### config.mk
export PLATFORM = sky130hd
export DESIGN_NAME = mdr_multibeat
export DESIGN_NICKNAME = d
export VERILOG_FILES = /design/src/rtl/mdr_pkg.sv /design/src/rtl/load_extract.sv /design/src/rtl/mdr_multibeat.sv
export SDC_FILE = /design/constraint.sdc
export NUM_CORES = 1
export LEC_CHECK = 0
export ABC_AREA = 1
export ABC_CLOCK_PERIOD_IN_PS = 2200
export BUFFER_PORTS_ARGS = -buffer_cell sky130_fd_sc_hd__buf_2
export CAP_MARGIN = 20
export CORE_ASPECT_RATIO = 1.25
export CORE_MARGIN = 2
export CORE_UTILIZATION = 45
export CTS_CLUSTER_SIZE = 20
export DETAILED_ROUTE_END_ITERATION = 10
export GPL_ROUTABILITY_DRIVEN = 0
export HOLD_SLACK_MARGIN = 0.1
export PLACE_DENSITY = 0.65
export REMOVE_ABC_BUFFERS = 1
export SLEW_MARGIN = 15
export SYNTH_ARGS = -nofsm -noshare
export SYNTH_HDL_FRONTEND = slang
export SYNTH_SLANG_ARGS = --single-unit
### constraint.sdc
create_clock -name clk -period 2.2 [get_ports clk]
set_input_delay 0.33 -clock clk [delete_from_list [all_inputs] [get_ports clk]]
set_output_delay 0.33 -clock clk [all_outputs]
set_load 0.02 [all_outputs]
### src/rtl/mdr_pkg.sv
// rtl/mdr_pkg.sv - shared load-type codes, state encoding and request legality check
package mdr_pkg;

  localparam logic [2:0] F3_LB  = 3'b000;
  localparam logic [2:0] F3_LH  = 3'b001;
  localparam logic [2:0] F3_LW  = 3'b010;
  localparam logic [2:0] F3_LBU = 3'b100;
  localparam logic [2:0] F3_LHU = 3'b101;

  localparam logic [1:0] ST_IDLE    = 2'd0;
  localparam logic [1:0] ST_FETCH   = 2'd1;
  localparam logic [1:0] ST_EXTRACT = 2'd2;

  // Legal load type with natural alignment for its access size.
  function automatic logic load_ok(input logic [2:0] f3, input logic [1:0] a);
    case (f3)
      F3_LB, F3_LBU: load_ok = 1'b1;
      F3_LH, F3_LHU: load_ok = ~a[0];
      F3_LW:         load_ok = (a == 2'b00);
      default:       load_ok = 1'b0;
    endcase
  endfunction

endpackage

### src/rtl/load_extract.sv
// rtl/load_extract.sv - selects byte/half/word from a word and sign- or zero-extends it
module load_extract
  import mdr_pkg::*;
#(
  parameter int XLEN = 32
) (
  input  logic [XLEN-1:0] word_i,
  input  logic [2:0]      funct3_i,
  input  logic [1:0]      addr_lo_i,
  output logic [XLEN-1:0] result_o
);

  logic [7:0]  byte_v;
  logic [15:0] half_v;

  always_comb begin
    byte_v = word_i[8*addr_lo_i +: 8];
    half_v = word_i[16*addr_lo_i[1] +: 16];
    case (funct3_i)
      F3_LB:   result_o = {{(XLEN-8){byte_v[7]}}, byte_v};
      F3_LH:   result_o = {{(XLEN-16){half_v[15]}}, half_v};
      F3_LW:   result_o = word_i;
      F3_LBU:  result_o = {{(XLEN-8){1'b0}}, byte_v};
      F3_LHU:  result_o = {{(XLEN-16){1'b0}}, half_v};
      default: result_o = '0;
    endcase
  end

endmodule

### src/rtl/mdr_multibeat.sv
// rtl/mdr_multibeat.sv - memory data register assembling a word over narrow read beats
module mdr_multibeat
  import mdr_pkg::*;
#(
  parameter int XLEN  = 32,
  parameter int BUS_W = 8
) (
  input  logic             clk,
  input  logic             rst,
  input  logic             load_mdr,
  input  logic [2:0]       funct3,
  input  logic [1:0]       addr_lo,
  input  logic [BUS_W-1:0] mem_rdata,
  input  logic             mem_valid,
  output logic             mem_req,
  output logic             busy,
  output logic             done,
  output logic             err,
  output logic [XLEN-1:0]  data_out
);

  localparam int BEATS = XLEN / BUS_W;
  localparam int CW    = (BEATS > 1) ? $clog2(BEATS) : 1;

  logic [1:0]      state_q, state_d;
  logic [CW-1:0]   cnt_q, cnt_d;
  logic [XLEN-1:0] buf_q, buf_d;
  logic [2:0]      f3_q, f3_d;
  logic [1:0]      addr_q, addr_d;
  logic            done_q, done_d;
  logic            err_q, err_d;
  logic [XLEN-1:0] data_q, data_d;
  logic [XLEN-1:0] ext_w;

  load_extract #(.XLEN(XLEN)) u_extract (
    .word_i    (buf_q),
    .funct3_i  (f3_q),
    .addr_lo_i (addr_q),
    .result_o  (ext_w)
  );

  always_comb begin
    state_d = state_q;
    cnt_d   = cnt_q;
    buf_d   = buf_q;
    f3_d    = f3_q;
    addr_d  = addr_q;
    done_d  = 1'b0;
    err_d   = 1'b0;
    data_d  = data_q;
    case (state_q)
      ST_IDLE: begin
        if (load_mdr) begin
          if (load_ok(funct3, addr_lo)) begin
            f3_d    = funct3;
            addr_d  = addr_lo;
            cnt_d   = '0;
            state_d = ST_FETCH;
          end else begin
            err_d = 1'b1;
          end
        end
      end
      ST_FETCH: begin
        // Beats arrive little-endian: beat 0 lands in the low lane.
        if (mem_valid) begin
          buf_d[cnt_q*BUS_W +: BUS_W] = mem_rdata;
          cnt_d = cnt_q + CW'(1);
          if (cnt_q == CW'(BEATS - 1)) state_d = ST_EXTRACT;
        end
      end
      ST_EXTRACT: begin
        data_d  = ext_w;
        done_d  = 1'b1;
        state_d = ST_IDLE;
      end
      default: state_d = ST_IDLE;
    endcase
  end

  always_ff @(posedge clk) begin
    if (rst) begin
      state_q <= ST_IDLE;
      cnt_q   <= '0;
      buf_q   <= '0;
      f3_q    <= '0;
      addr_q  <= '0;
      done_q  <= 1'b0;
      err_q   <= 1'b0;
      data_q  <= '0;
    end else begin
      state_q <= state_d;
      cnt_q   <= cnt_d;
      buf_q   <= buf_d;
      f3_q    <= f3_d;
      addr_q  <= addr_d;
      done_q  <= done_d;
      err_q   <= err_d;
      data_q  <= data_d;
    end
  end

  assign mem_req  = (state_q == ST_FETCH);
  assign busy     = (state_q != ST_IDLE);
  assign done     = done_q;
  assign err      = err_q;
  assign data_out = data_q;

endmodule

# == After elaboration in Yosys (flattened, before gate mapping) ==
# Index checks and enable logic that the tools add are counted.
# word_totals
ff_bits,75
latch_bits,0
ram_bits,0
romBits,0
inputBits,17
out_inout_bits,36
elab_cells,61
mem_count,0
# classes
add_sub_neg,2
multipliers,0
div,0
magnitude_cmp,0
n_eq_ne,15
shift,4
n_mux,16
n_bitwise,3
reduce_logical,13
# ops
operator,n
32-bit case mux with 5 select lines,1
5-bit negation with 34-bit output,1
"8-bit by 34-bit variable shift with 32-bit output, first input constant",1
8-bit by 34-bit indexed part select with 32-bit output,1
32-bit bitwise mux,1
32-bit by 6-bit indexed part select with 16-bit output,1
32-bit by 6-bit indexed part select with 8-bit output,1
2-bit 2-to-1 mux,7
"3-bit equality test, second input constant",4
2-bit case mux with 2 select lines,2
4-bit AND reduction,2
"3-bit by 1-bit equality test with 1-bit output, second input constant",2
"3-bit by 2-bit equality test with 1-bit output, second input constant",2
3-bit zero test,2
"2-bit != test, second input constant",3
"2-bit equality test, second input constant",2
2-bit zero test,2
1-bit 2-to-1 mux,4
2-bit nonzero test,2
2-bit OR reduction,2
1-bit NOT,3
1-bit case mux with 3 select lines,1
3-bit AND reduction,1
3-bit OR reduction,1
4 further kinds,4

# == Longest topological paths before layout ==
# Gate-level depths: netlist of the first run.
# depth
depth_word,8
ltp_mapped,10

# == Hierarchy ==
# From an unflattened synthesis of the first run, not the netlist that was laid out.
# hier_totals
hier_cells,598
area_unflattened_um2,3960.0
# by_module_without_submodules
module,instances,cells_per_inst,area_per_inst_um2
mdr_multibeat,1,401,3056.7
load_extract,1,197,903.4

# == Worst setup path after synthesis of the first run ==
# No wires, ideal clock.
# synth_timing
path_kind,flip-flop to flip-flop
from,register cnt_q[0]
to,register buf_q[0]
setup_time_ns,0.065
arrival_time_ns,1.494
setup_slack_ns,0.641
stages_incl_launch_ff,8
n_path_buf,0
synth_period_minus_slack_ns,1.559
cell_sequence,dfxtp_1 -> inv_1 -> ha_1 -> inv_1 -> nand3_1 -> nor3b_1 -> a21oi_1 -> nor2_1
# synth_between
elab_chain_len,3
elab_cells_between_ends,4
classes_between,add/sub: 1; shift: 2; mux: 1
# synth_lines
item,line,text
start: declaration,mdr_multibeat.sv:26,"logic [CW-1:0] cnt_q, cnt_d;"
start signal: assignment,mdr_multibeat.sv:93,cnt_q <= cnt_d;
5-bit negation with 34-bit output *,mdr_multibeat.sv:67,buf_d[cnt_q*BUS_W +: BUS_W] = mem_rdata;
8-bit by 34-bit indexed part select with 32-bit output or 8-bit by 34-bit variable shift with 32-bit output (tied branches),mdr_multibeat.sv:67,
32-bit bitwise mux *,mdr_multibeat.sv:67,
end signal: assignment,mdr_multibeat.sv:94,buf_q <= buf_d;
end: declaration,mdr_multibeat.sv:27,"logic [XLEN-1:0] buf_q, buf_d;"
# Every way passes the cells marked *; elsewhere a longest branch is shown, timed or not.
# A chain may end at the register's enable or synchronous reset.

# == Worst setup path after layout of the first run ==
# layout_timing
from,register cnt_q[1]
to,register buf_q[1]
# The elaborated chain is that of the path after synthesis.

==> flow_metrics.py, run 1 <==
metrics = {
    "placed_design": {
        "hpwlAfterDp_um": 6410,
        "placement.cell_area_mm2": 0.00393,
        "io_buffers": 52,
    },
    "floorplanning": {
        "initial_utilization_pct": 46.4,
        "die_h_um": 104,
        "io_pins": 53,
        "core-area_mm2": 0.00784,
        "dieArea_mm2": 0.00881,
        "die_x_um": 84.4,
        "num_rows": 36,
    },
    "clock_tree": {
        "clock-sinks": 75,
        "cts_resized": 0,
        "max-clock-path-buffers": 2,
        "cts_tree": "yes",
        "cts_hold_buf": 0,
        "cts_setup_buffers": 0,
        "cts_buffers": 9,
        "ctsRootBufferMaster": "clkbuf_8",
        "path_clk_slew_ns": 0.08,
        "clock_latency_ns": 0.36,
        "cts_max_level": 3,
    },
    "global_route": {
        "grt_overflow": 0,
        "first_global_vias": 3358,
        "grt_start_max_net_pins": 41,
        "grt.total_usage_pct": 21.9,
        "antenna_found_initial": 0,
        "grt_pass1_wl_um": 15600,
    },
    "critical_path": {
        "cp.arrival_ns": 2.10,
        "startpoint_type": "flip-flop",
        "critPathMaxStageDelay_ns": 0.41,
        "worstPathMaxFanout": 8,
        "cp_cell_sequence": "inv_1 -> ha_1 -> inv_1 -> nand3_1 -> nor3b_1 -> a21oi_1 -> nor2_1",
        "cpMostUsedCell": "inv_1",
        "cp_slowest_cell": "dfxtp_1",
        "required_ns": 2.50,
        "critical_path_class": "reg2reg",
        "cp-end-kind": "flip-flop",
        "r2r_slack_ns": 0.40,
        "critPathTopFamily": "simple AND/OR/NAND/NOR gates",
        "worst-path-buf-inv": 2,
    },
    "detailed_routing": {
        "firstDrtPassIters": 6,
        "antenna_left": 0,
        "viasPerCell": 5.23,
        "vias": 3478,
        "routedWlPerCell_um": 13.8,
        "drt_wl_total_um": 9160,
        "drc": 0,
        "first_iter_violations": 225,
    },
    "pwr": {
        "p_per_area_mw_per_mm2": 630,
        "design_power_total_mw": 2.58,
        "max-vdd-ir-drop_mv": 0.324,
        "p_leak_nw": 1.74,
    },
    "synthesis": {
        "syn_area_mm2": 0.00363,
        "synth_simple_gate_area_share_pct": 31.9,
        "syn_inst": 523,
        "synthAdderAreaFrac_pct": 2.07,
        "avgSynthCellArea_um2": 6.95,
        "yosysTopAreaCellShare_pct": 41.3,
        "synth_mux_area_share_pct": 0,
        "yosysTopAreaCell": "dfxtp_1",
        "synth_compound_area_share_pct": 16.0,
        "yosysSeqAreaShare_pct": 41.3,
        "ys_seq_elements": 75,
        "synthTopCellsByArea": "dfxtp_1 41%, nand2_1 16%, a21oi_1 9.6%",
        "yosys.cell_types.count": 26,
        "synth_top_family_by_area": "simple AND/OR/NAND/NOR gates",
        "synth_xor_xnor_area_share_pct": 0,
        "yosys_warnings": 0,
    },
    "sta": {
        "clock-skew-final_ns": 0.00945,
        "fin_crit_ns": 1.80,
        "timing.fmax_ghz": 0.555,
        "final_hold_viol_count": 0,
        "rsz0062_at_grt": "no",
        "finalSetupViolCount": 0,
        "drv_slew": 0,
        "tns_ns": 0,
        "slew_headroom_pct": 53.9,
        "period_share_pct": 81.9,
        "worstMarginPinSlew_ns": 0.691,
    },
    "layout": {
        "fillers": 828,
        "drive_above_1_share_pct": 15.3,
        "final_nets": 590,
        "final_area_mm2": 0.00410,
        "diodes": 0,
        "area_delta_synth_final_pct": 12.8,
    },
    "flow_run": {
        "maxCapViolations": 0,
    },
    "run_status": {
        "status": "finished clean",
    },
    "min_path": {
        "hold_class": "in2reg",
    },
}
## cell usage after synthesis
library cell,n
a211oi_1,6
a21oi_1,70
a21oi_2,1
and2_1,1
buf_2,13
buf_4,2
buf_6,4
clkbuf_1,11
dfxtp_1,75
ha_1,6
inv_1,38
inv_2,2
nand2_1,157
nand2_4,2
nand3_1,47
nand3b_2,1
nand4_1,1
nor2_1,29
nor2_2,1
nor2_8,2
nor3_1,10
nor3b_1,6
nor4_1,1
o211ai_1,7
o21ai_0,25
or3_1,5
## per-layer routing
metal  track usage (%)  share of wire [%]
met5                 0                  0
met4              11.8                3.4
met3              3.73                4.1
met2              37.0                 48
met1              26.3                 44
## layout make-up
class | instances | area (um^2) | area share (%)
clock inverters | 3 | 15.0 | 0.366
multi-input cells | 378 | 1820 | 44.4
clock buffers | 11 | 151 | 3.69
repair buffers | 63 | 343 | 8.37
inverters | 40 | 150 | 3.66
well taps | 95 | 119 | 2.90
flip-flops and latches | 75 | 1500 | 36.6
## registers in the layout, summed over array words and instances (netlist names)
register	cells
data_out	32
buf_q	32
state_q	2
err	1
done	1
cnt_q	2
f3_q	3
addr_q	2
## metrics by stage
stage / utilization, % / cells / hold WS [ns] / setup slack, ns
floorplan: - / 493 / 0.392 / -0.299
global placement: 50.2 / 651 / 0.450 / 0.513
detailed placement: 50.2 / 651 / 0.452 / 0.421
CTS: 52.3 / 665 / 0.207 / 0.396
global route: 52.3 / 665 / 0.238 / 0.191
finish: 52.3 / 665 / 0.218 / 0.398
## worst register-to-register path, stage by stage, from the launching register on
cell     delay, ns
dfxtp_1       0.41
inv_1         0.11
ha_1          0.30
inv_1         0.20
nand3_1       0.29
nor3b_1       0.28
a21oi_1       0.06
nor2_1        0.11
## kinds of logic (layout without fill, tap and decap cells)
logic type               after synthesis  count (layout)
adder cells (fa/ha/maj)                6               6
flip-flops                            75              75
AO/OA/AOI/OAI                        109             109
buffers and inverters                 70             117
AND/OR/NAND/NOR                      263             263
## worst paths after layout
path,start,depth (start not counted),end
setup / recovery,cnt_q[1],7,buf_q[1]
hold / removal,funct3[1],3,f3_q[1]
setup reg to reg,cnt_q[1],7,buf_q[1]
hold reg to reg,data_out[9],2,data_out[9]
## where the power goes
| group | leakage (nW) | total [mW] | switching [mW] | internal [mW] |
|---|---|---|---|---|
| Clock | 0.0908 | 0.958 | 0.505 | 0.453 |
| Combinational | 1.04 | 0.234 | 0.162 | 0.0714 |
| Sequential | 0.605 | 1.39 | 0.0172 | 1.37 |
| Total | 1.74 | 2.58 | 0.685 | 1.90 |
## placed cells by master, fill, tap and decap left out, types with 2 or more instances in the layout
cell,count
inv_2,2
nor2_2,2
buf_2,52
a211oi_1,6
buf_4,11
a21oi_1,70
nor2_8,2
nand2_4,2
nor3_1,10
o21ai_0,25
inv_1,38
ha_1,6
clkbuf_8,11
or3_1,5
o211ai_1,7
clkinv_2,3
nand3_1,47
nor3b_1,6
dfxtp_1,75
nand2_1,157
nor2_1,28
(Power assumes the default switching activity.)
==> inputs of run 2 (changes only) <==
Settings changed: ABC_AREA 1 to 0, ABC_CLOCK_PERIOD_IN_PS 2200 to 1800, PLACE_DENSITY 0.65 to 0.66.
Clock period 2.2 ns to 1.8 ns, I/O delays scaled along.
==> run 2 against run 1 <==
Effect of this change: first-iteration DRC count down 7.6%; register-to-register slack got worse by 0.27 ns; largest power group unchanged; final cell count down 23%; setup slack got worse by 0.27 ns; via count decreased by 15%; critical path type unchanged; flip-flop and latch count did not move.
==> flow_metrics.py, run 2 <==
metrics = {
    "synthesis": {
        "ys_seq_elements": 75,
        "synth_edf_count": 0,
        "yosysTopAreaCell": "dfxtp_1",
        "synthTopCellsByArea": "dfxtp_1 46%, a21oi_1 6.8%, nand3_1 5.6%",
        "synth_most_common_cell": "dfxtp_1",
        "avgSynthCellArea_um2": 9.15,
        "netlist_top_cells_count": "75 x dfxtp_1, 45 x nand2_1, 44 x a21oi_1, 36 x nand3_1",
        "yosysTopAreaCellShare_pct": 46.5,
        "syn_area_mm2": 0.00323,
        "ys.flop_type": "dfxtp_1",
        "yosys_warnings": 0,
        "yosysSeqAreaShare_pct": 46.5,
        "async_flop_share_pct": 0,
        "syn_inst": 353,
        "yosys.cell_types.count": 40,
    },
    "floorplanning": {
        "num_rows": 34,
        "initial_utilization_pct": 46.3,
        "io_pins": 53,
        "dieArea_mm2": 0.00788,
        "core-area_mm2": 0.00698,
        "die_x_um": 79.8,
        "die_h_um": 98.7,
    },
    "sta": {
        "rsz0062_at_grt": "no",
        "worstMarginPinSlew_ns": 0.770,
        "timing.fmax_ghz": 0.599,
        "drv_slew": 0,
        "finalSetupViolCount": 0,
        "fin_ws_ns": 0.132,
        "slew_headroom_pct": 48.4,
        "tns_ns": 0,
        "clock-skew-final_ns": 0.00828,
        "period_share_pct": 92.7,
        "final_hold_viol_count": 0,
        "fin_crit_ns": 1.67,
    },
    "placed_design": {
        "io_buffers": 52,
        "pre_cts_slack_ns": 0.140,
        "hpwlAfterDp_um": 6330,
    },
    "pwr": {
        "max-vdd-ir-drop_mv": 0.384,
        "design_power_total_mw": 3.23,
        "power_frac_clock_pct": 40.7,
        "sw_frac_of_total_pct": 24.7,
        "p_leak_nw": 1.55,
        "intPower_mw": 2.43,
        "p_sw_mw": 0.797,
        "comb_power_share_pct": 7.0,
        "pwr-share-seq_pct": 52.2,
        "p_per_area_mw_per_mm2": 830,
    },
    "clock_tree": {
        "cts_max_level": 3,
        "cts_hold_buf": 0,
        "cts_resized": 0,
        "cts_tree": "yes",
        "ctsRootBufferMaster": "clkbuf_8",
        "path_clk_slew_ns": 0.08,
        "cts_setup_buffers": 0,
        "clock-sinks": 75,
        "max-clock-path-buffers": 2,
        "cts_buffers": 9,
        "clock_latency_ns": 0.35,
    },
    "critical_path": {
        "startpoint_type": "flip-flop",
        "cp-end-kind": "flip-flop",
        "r2r-end": "data_out[22]",
        "endpoint": "data_out[22]",
        "critical_path_class": "reg2reg",
        "startpoint": "state_q[1]",
        "reg2reg_from": "state_q[1]",
        "cp.arrival_ns": 1.96,
        "rr_worst_depth": 4,
        "worstPathMaxFanout": 16,
        "required_ns": 2.09,
        "r2r_slack_ns": 0.13,
    },
    "detailed_routing": {
        "antenna_left": 0,
        "wl_met3_um": 482,
        "viasPerCell": 5.78,
        "drc": 0,
        "top_layer_used": "met4",
        "routedWlPerCell_um": 17.0,
        "first_iter_violations": 208,
        "m1WireLength_um": 3990,
        "drt_wl_total_um": 8690,
        "vias": 2949,
        "firstDrtPassIters": 4,
        "wl_met2_um": 4160,
    },
    "global_route": {
        "grt.total_usage_pct": 23.0,
        "grt_start_max_net_pins": 29,
        "antenna_found_initial": 0,
        "grt_overflow": 0,
        "grt_pass1_wl_um": 14100,
        "first_global_vias": 2725,
    },
    "layout": {
        "diodes": 0,
        "drive_above_1_share_pct": 28.3,
        "final_core_util_pct": 55.7,
        "final_nets": 438,
        "final_cell_mix": "75 x dfxtp_1, 52 x buf_2, 45 x nand2_1, 43 x a21oi_1, 36 x nand3_1",
        "final_common_cell": "dfxtp_1",
        "area_delta_synth_final_pct": 20.4,
    },
    "min_path": {
        "hold_class": "in2reg",
    },
    "run_status": {
        "status": "finished clean",
    },
    "flow_run": {
        "maxCapViolations": 0,
    },
}
run 2: cell count changes after synthesis, sizes merged, moves of 9 or more:
| cell | previous run | this run |
|---|---|---|
| nand2 | 159 | 45 |
| inv | 40 | 5 |
| a21oi | 71 | 44 |
| a221o | 0 | 20 |
| o21ai | 25 | 5 |
| nor2 | 32 | 15 |
| a32oi | 0 | 11 |
| nand3 | 47 | 36 |
| buf | 19 | 10 |
run 2: worst min-delay path by stage:
stage / startpoint / to / slack [ns] / cells past startpoint
CTS: funct3[2] / f3_q[2] / 0.16 / 3
detailed placement: data_out[15] / data_out[15] / 0.45 / 1
global route: funct3[2] / f3_q[2] / 0.18 / 3
finish: load_mdr / err / 0.17 / 3
floorplan: rst / buf_q[0] / 0.34 / 1
global placement: data_out[15] / data_out[15] / 0.44 / 1
run 2: cell families after synthesis:
group / count (synthesis) / share of synthesized area (%)
AND/OR/NAND/NOR: 123 / 18.4
flip-flops: 75 / 46.5
buffers and inverters: 30 / 4.11
AO/OA/AOI/OAI: 104 / 23.4
adder cells (fa/ha/maj): 6 / 2.32
multiplexers: 15 / 5.34
run 2: area by class of cell:
class / count / area [um^2]
Tap cell: 90 / 113
Timing Repair Buffer: 76 / 453
Clock inverter: 6 / 65.1
Fill cell: 642 / 3090
Clock buffer: 10 / 138
Sequential cell: 75 / 1500
Inverter: 5 / 18.8
Multi-Input combinational cell: 248 / 1600
run 2: power groups by stage:
stage / Clock (mW) / Combinational, mW / Sequential [mW]
floorplan: 0 / 0.102 / 1.73
global placement: 0 / 0.221 / 1.72
detailed placement: 0 / 0.225 / 1.72
CTS: 1.33 / 0.226 / 1.69
global route: 1.41 / 0.249 / 1.69
finish: 1.32 / 0.227 / 1.69
run 2: per-layer routing:
| layer | vias to the layer above | GRT usage, % |
|---|---|---|
| met4 | 0 | 10.3 |
| met5 | - | 0 |
| met1 | 1423 | 32.3 |
| met2 | 84 | 34.8 |
| li1 | 1438 | - |
| met3 | 4 | 3.85 |
run 2: metrics by stage:
stage                     hold WS, ns  instances  instance area [um^2]
after detailed placement        0.451        494                  3690
after global placement          0.437        494                  3690
final                           0.173        510                  3890
after CTS                       0.156        510                  3890
after global routing            0.177        510                  3890
after floorplan                 0.339        328                  3120
run 2: critical path: stages (launching register included):
cell and delay, ns:
dfxtp_1 0.42, or4b_4 0.54, a2111oi_4 0.36, buf_12 0.19
a221o_2 0.11
